<file path="src/rtl/regfile_wb_arbiter.sv">
// Two-source writeback arbiter for the 8x8 register file with a destination busy scoreboard.
// Define WB_ROUND_ROBIN_EN to alternate ALU/MEM on different-address conflicts; otherwise MEM has fixed priority.
module regfile_wb_arbiter #(
    parameter int DATA_W = 8,
    parameter int ADDR_W = 3
) (
    input  logic                 CLK,
    input  logic                 RESET,
    input  logic                 ALU_VALID,
    input  logic [ADDR_W-1:0]    ALU_ADDR,
    input  logic [DATA_W-1:0]    ALU_DATA,
    output logic                 ALU_READY,
    input  logic                 MEM_VALID,
    input  logic [ADDR_W-1:0]    MEM_ADDR,
    input  logic [DATA_W-1:0]    MEM_DATA,
    output logic                 MEM_READY,
    input  logic                 ISSUE_VALID,
    input  logic [ADDR_W-1:0]    ISSUE_ADDR,
    output logic                 RF_WRITE,
    output logic [ADDR_W-1:0]    RF_INADDRESS,
    output logic [DATA_W-1:0]    RF_IN,
    output logic [2**ADDR_W-1:0] BUSY_MASK
);

    localparam int NREG = 2**ADDR_W;

    logic              alu_full, mem_full;
    logic [ADDR_W-1:0] alu_addr_q, mem_addr_q;
    logic [DATA_W-1:0] alu_data_q, mem_data_q;
    logic              mem_older;
    logic              alu_take, mem_take;
    logic              grant_alu, grant_mem;
    logic [NREG-1:0]   busy_q, busy_next;

`ifdef WB_ROUND_ROBIN_EN
    typedef enum logic {SRC_ALU, SRC_MEM} src_t;
    src_t last_grant;
`endif

    assign ALU_READY = !alu_full;
    assign MEM_READY = !mem_full;
    assign BUSY_MASK = busy_q;

    assign alu_take = ALU_VALID && !alu_full;
    assign mem_take = MEM_VALID && !mem_full;

    always_comb begin
        grant_alu = 1'b0;
        grant_mem = 1'b0;
        if (alu_full && mem_full) begin
            if (alu_addr_q == mem_addr_q) begin
                if (mem_older) grant_mem = 1'b1;
                else           grant_alu = 1'b1;
            end else begin
`ifdef WB_ROUND_ROBIN_EN
                if (last_grant == SRC_ALU) grant_mem = 1'b1;
                else                       grant_alu = 1'b1;
`else
                grant_mem = 1'b1;
`endif
            end
        end else if (alu_full) begin
            grant_alu = 1'b1;
        end else if (mem_full) begin
            grant_mem = 1'b1;
        end
    end

    // Issue is applied after the grant clear so a same-edge set wins.
    always_comb begin
        busy_next = busy_q;
        if (grant_alu)   busy_next[alu_addr_q] = 1'b0;
        if (grant_mem)   busy_next[mem_addr_q] = 1'b0;
        if (ISSUE_VALID) busy_next[ISSUE_ADDR] = 1'b1;
    end

    always_ff @(posedge CLK) begin
        if (RESET) begin
            alu_full     <= 1'b0;
            mem_full     <= 1'b0;
            mem_older    <= 1'b0;
            RF_WRITE     <= 1'b0;
            RF_INADDRESS <= '0;
            RF_IN        <= '0;
            busy_q       <= '0;
`ifdef WB_ROUND_ROBIN_EN
            last_grant   <= SRC_ALU;
`endif
        end else begin
            if (grant_alu) alu_full <= 1'b0;
            if (grant_mem) mem_full <= 1'b0;
            if (alu_take) begin
                alu_full   <= 1'b1;
                alu_addr_q <= ALU_ADDR;
                alu_data_q <= ALU_DATA;
            end
            if (mem_take) begin
                mem_full   <= 1'b1;
                mem_addr_q <= MEM_ADDR;
                mem_data_q <= MEM_DATA;
            end

            // Flag means the waiting MEM entry predates the ALU entry; only an ALU
            // capture behind a still-held MEM entry makes MEM the older one.
            if (alu_take && mem_full && !grant_mem) mem_older <= 1'b1;
            else if (mem_take || grant_mem)         mem_older <= 1'b0;

            RF_WRITE <= grant_alu || grant_mem;
            if (grant_alu) begin
                RF_INADDRESS <= alu_addr_q;
                RF_IN        <= alu_data_q;
            end else if (grant_mem) begin
                RF_INADDRESS <= mem_addr_q;
                RF_IN        <= mem_data_q;
            end

            busy_q <= busy_next;
`ifdef WB_ROUND_ROBIN_EN
            if (grant_alu)      last_grant <= SRC_ALU;
            else if (grant_mem) last_grant <= SRC_MEM;
`endif
        end
    end

endmodule
</file>
<file path="config.mk">
export PLATFORM = sky130hd
export DESIGN_NAME = regfile_wb_arbiter
export DESIGN_NICKNAME = d
export VERILOG_FILES = /design/src/rtl/regfile_wb_arbiter.sv
export SDC_FILE = /design/constraint.sdc
export NUM_CORES = 1
export LEC_CHECK = 0
export BUFFER_PORTS_ARGS = -buffer_cell sky130_fd_sc_hd__buf_2
export CAP_MARGIN = 20
export CORE_MARGIN = 8
export CORE_UTILIZATION = 51
export CTS_CLUSTER_SIZE = 24
export DETAILED_ROUTE_END_ITERATION = 16
export PLACE_DENSITY = 0.83
export SYNTH_ARGS = -nofsm -noshare
export SYNTH_HDL_FRONTEND = slang
export SYNTH_SLANG_ARGS = --single-unit
</file>
<file path="constraint.sdc">
create_clock -name CLK -period 2.5 [get_ports CLK]
set_clock_uncertainty 0.1 [all_clocks]
set_input_delay 0.5 -clock CLK [delete_from_list [all_inputs] [get_ports CLK]]
set_output_delay 0.5 -clock CLK [all_outputs]
set_load 0.01 [all_outputs]
</file>
==> impl_metrics.json <==
{
  "outcome": "finished clean",
  "power.ir.vdd_worst_mv": 0.612,
  "drt_first_iter_violations": 131,
  "timing.reg2reg.worst_path_depth": 4,
  "largest_net_degree_at_the_start_of_global_routing": 17,
  "max_clock_freq_ghz": 0.489,
  "post-route-drc-count": 0,
  "area_of_the_core_region_sq_um": 3390,
  "cts_tree": "yes",
  "critical_path_required_ps": 2650,
  "grt.total_usage_pct": 14.7,
  "design.final.nets": 243,
  "area_enclosed_by_the_die_boundary_sq_um": 5770,
  "worst_ep_arrival_time_ps": 2200,
  "die_h_um": 76.0,
  "post_cts.resized_instances": 0,
  "final-max-slew-violation-count": 0,
  "synth.top_cells.by_count": "25 x sky130_fd_sc_hd__nor2_1, 23 x sky130_fd_sc_hd__dfxtp_1, 22 x sky130_fd_sc_hd__edfxtp_1",
  "syn_inst": 159,
  "post_synth_instance_area_sq_um": 1830,
  "rsz0062_at_grt": "no",
  "first_global_vias": 1465,
  "path_clk_slew_ps": 150,
  "finalHoldViolations": 0,
  "route.vias.total": 1436,
  "cts-buffers-inserted": 5,
  "row_count": 21,
  "timing_worst_setup_path_type": "reg2reg",
  "period_minus_slack_ps": 2050,
  "reg2reg_from": "mem_addr_q[2]",
  "hold_path_class": "in2reg",
  "count_of_flip_flops_with_a_built_in_enable_after_synthesis": 22,
  "count_of_input_and_output_buffers": 51,
  "cts.htree.levels": 2,
  "cts.root.buffer_cell": "sky130_fd_sc_hd__clkbuf_4",
  "synth_ff_type": "sky130_fd_sc_hd__dfxtp_1",
  "synth_warnings": 0,
  "final.setup.worst_slack_ps": 455,
  "area_delta_synth_final_pct": 21.0,
  "tcrit_tclk_final_pct": 81.8,
  "worstSetupStartpoint": "mem_addr_q[2]",
  "insertedDiodeCount": 0,
  "yosys.cell_types.count": 34,
  "first_pass_iters": 5,
  "setup.worst_path.end_class": "flop",
  "global_route_wire_length_before_repair_mm": 6.91,
  "biggest_area_consumer_among_synthesized_cells": "sky130_fd_sc_hd__edfxtp_1",
  "yosys.area.top_type_share_pct": 36.0,
  "reg2reg_slack_ps": 450,
  "floorplan.io_pins": 52,
  "tightest_slew_ps": 512,
  "static_leakage_uw": 0.000893,
  "worstSkewPairLatency_ps": 370,
  "detail_route.wirelength_mm": 4.17,
  "longest_clk_path_bufs": 2,
  "synth_seq_cells": 45,
  "timing.setup.tns_ps": 0,
  "start_util_pct": 54.1,
  "synth_area_leaders": "sky130_fd_sc_hd__edfxtp_1 36%, sky130_fd_sc_hd__dfxtp_1 25%, sky130_fd_sc_hd__nor2_1 5.1%, sky130_fd_sc_hd__o221a_1 4.9%, sky130_fd_sc_hd__nand2b_1 2.7%",
  "routabilityCongestion": 0.800,
  "report.final.setup_viol": 0,
  "die_w_um": 76.0,
  "cts_hold_buffers": 0,
  "yosysMostFrequentCell": "sky130_fd_sc_hd__nor2_1",
  "critical_path_peak_fanout": 8,
  "preCtsSetupSlack_ps": 481,
  "max-slew-margin-rel_pct": 65.6,
  "max-cap-violations": 0,
  "ant_nets": 0,
  "worst_setup_path_start_kind": "flop",
  "clock_sinks": 45,
  "sequential_to_total_area_share_from_yosys_stat_pct": 61.1,
  "crit_end": "RF_IN[2]",
  "async_reset_ff_share_pct": 0,
  "vias_per_cell": 5.52,
  "post_route_cells_drive_above_1_share_pct": 30.8,
  "globalRoute.totalOverflow": 0,
  "regToRegEndpoint": "RF_IN[2]",
  "power_density_nw_per_um2": 668,
  "place_hpwl_mm": 3.07,
  "avgSynthCellArea_sq_um": 11.5,
  "hold_slack_final_ps": 189,
  "post-cts-setup-buffer-count": 0,
  "wl_per_cell_um": 16.0,
  "initial_antenna_violation_count": 0,
  "synthesis.nets": 189
}
cells in the final DEF (no fill, tap or decap), types with 2 or more instances in the layout:
| master | n |
|---|---|
| sky130_fd_sc_hd__nor4_1 | 3 |
| sky130_fd_sc_hd__edfxtp_1 | 22 |
| sky130_fd_sc_hd__o311ai_0 | 4 |
| sky130_fd_sc_hd__nor3_1 | 8 |
| sky130_fd_sc_hd__o21ai_0 | 4 |
| sky130_fd_sc_hd__a21oi_1 | 5 |
| sky130_fd_sc_hd__clkbuf_4 | 5 |
| sky130_fd_sc_hd__dfxtp_1 | 23 |
| sky130_fd_sc_hd__nand3_1 | 2 |
| sky130_fd_sc_hd__inv_6 | 2 |
| sky130_fd_sc_hd__nor2b_1 | 2 |
| sky130_fd_sc_hd__buf_4 | 3 |
| sky130_fd_sc_hd__a211oi_1 | 6 |
| sky130_fd_sc_hd__nand2_1 | 6 |
| sky130_fd_sc_hd__nand2b_1 | 8 |
| sky130_fd_sc_hd__buf_2 | 51 |
| sky130_fd_sc_hd__nor2_1 | 25 |
| sky130_fd_sc_hd__xor2_1 | 3 |
| sky130_fd_sc_hd__o221a_1 | 8 |
| sky130_fd_sc_hd__and3_1 | 2 |
| sky130_fd_sc_hd__mux2i_1 | 2 |
| sky130_fd_sc_hd__inv_1 | 4 |
| sky130_fd_sc_hd__o22ai_1 | 3 |
cell families after synthesis:
kind of cell	after synthesis	share of synthesized area (%)
xor gates and xnor gates	3	1.43
buffers and inverters	11	2.73
and+or+nand+nor	61	16.6
DFF	45	61.1
muxes	2	1.09
AOI/OAI and AO/OA	37	17.1
area by class of cell:
type | instances | area, sq um
timing repair buffer | 54 | 278
clock inverter | 3 | 47.5
clock buffer | 5 | 37.5
multi-input combinational | 103 | 663
inverter | 4 | 15.0
fill | 262 | 1170
tap | 46 | 57.6
sequential | 45 | 1120
through the flow:
step,cell area (sq um),util [%],power [uW],instances
4_1_cts,2220,65.5,1490,260
3_3_place_gp,2130,63.0,1030,252
2_1_floorplan,1830,-,954,159
5_1_grt,2220,65.5,1540,260
6_report,2220,65.5,1480,260
3_5_place_dp,2130,63.0,1030,252
layer usage:
layer  up-vias  track usage (%)  part of all wire (%)
li1        709                -                     -
met1       672             17.5                    44
met2        53             23.1                    48
met3         2             6.60                   7.2
met4         0             4.12                  0.24
met5         -                0                     0
worst min-delay path by stage:
stage | from | end | slack, ps | cells past startpoint
finish | MEM_DATA[5] | mem_data_q[5] | 190 | 1
global route | MEM_DATA[7] | mem_data_q[7] | 160 | 1
CTS | ALU_DATA[7] | alu_data_q[7] | 180 | 1
detailed placement | mem_data_q[0] | RF_IN[0] | 400 | 1
global placement | mem_data_q[0] | RF_IN[0] | 390 | 1
floorplan | mem_data_q[0] | RF_IN[0] | 380 | 1
sequential cells by signal (all words and copies together), names as in the netlist:
signal        cells
alu_addr_q        3
alu_full          1
BUSY_MASK         8
alu_data_q        8
RF_WRITE          1
mem_older         1
mem_data_q        8
mem_addr_q        3
mem_full          1
RF_INADDRESS      3
RF_IN             8
power by group:
part           switching (uW)  internal [uW]  total (uW)
combinational            98.1           75.9         174
clock                     250            218         468
sequential               25.4            815         841
critical path: stages (launching register included):
cell and delay, ps:
sky130_fd_sc_hd__edfxtp_1 540, sky130_fd_sc_hd__xor2_1 210, sky130_fd_sc_hd__or4_4 570, sky130_fd_sc_hd__a21o_4 280, sky130_fd_sc_hd__o221a_1 250
Note: power is estimated with default switching activity, not from simulation.
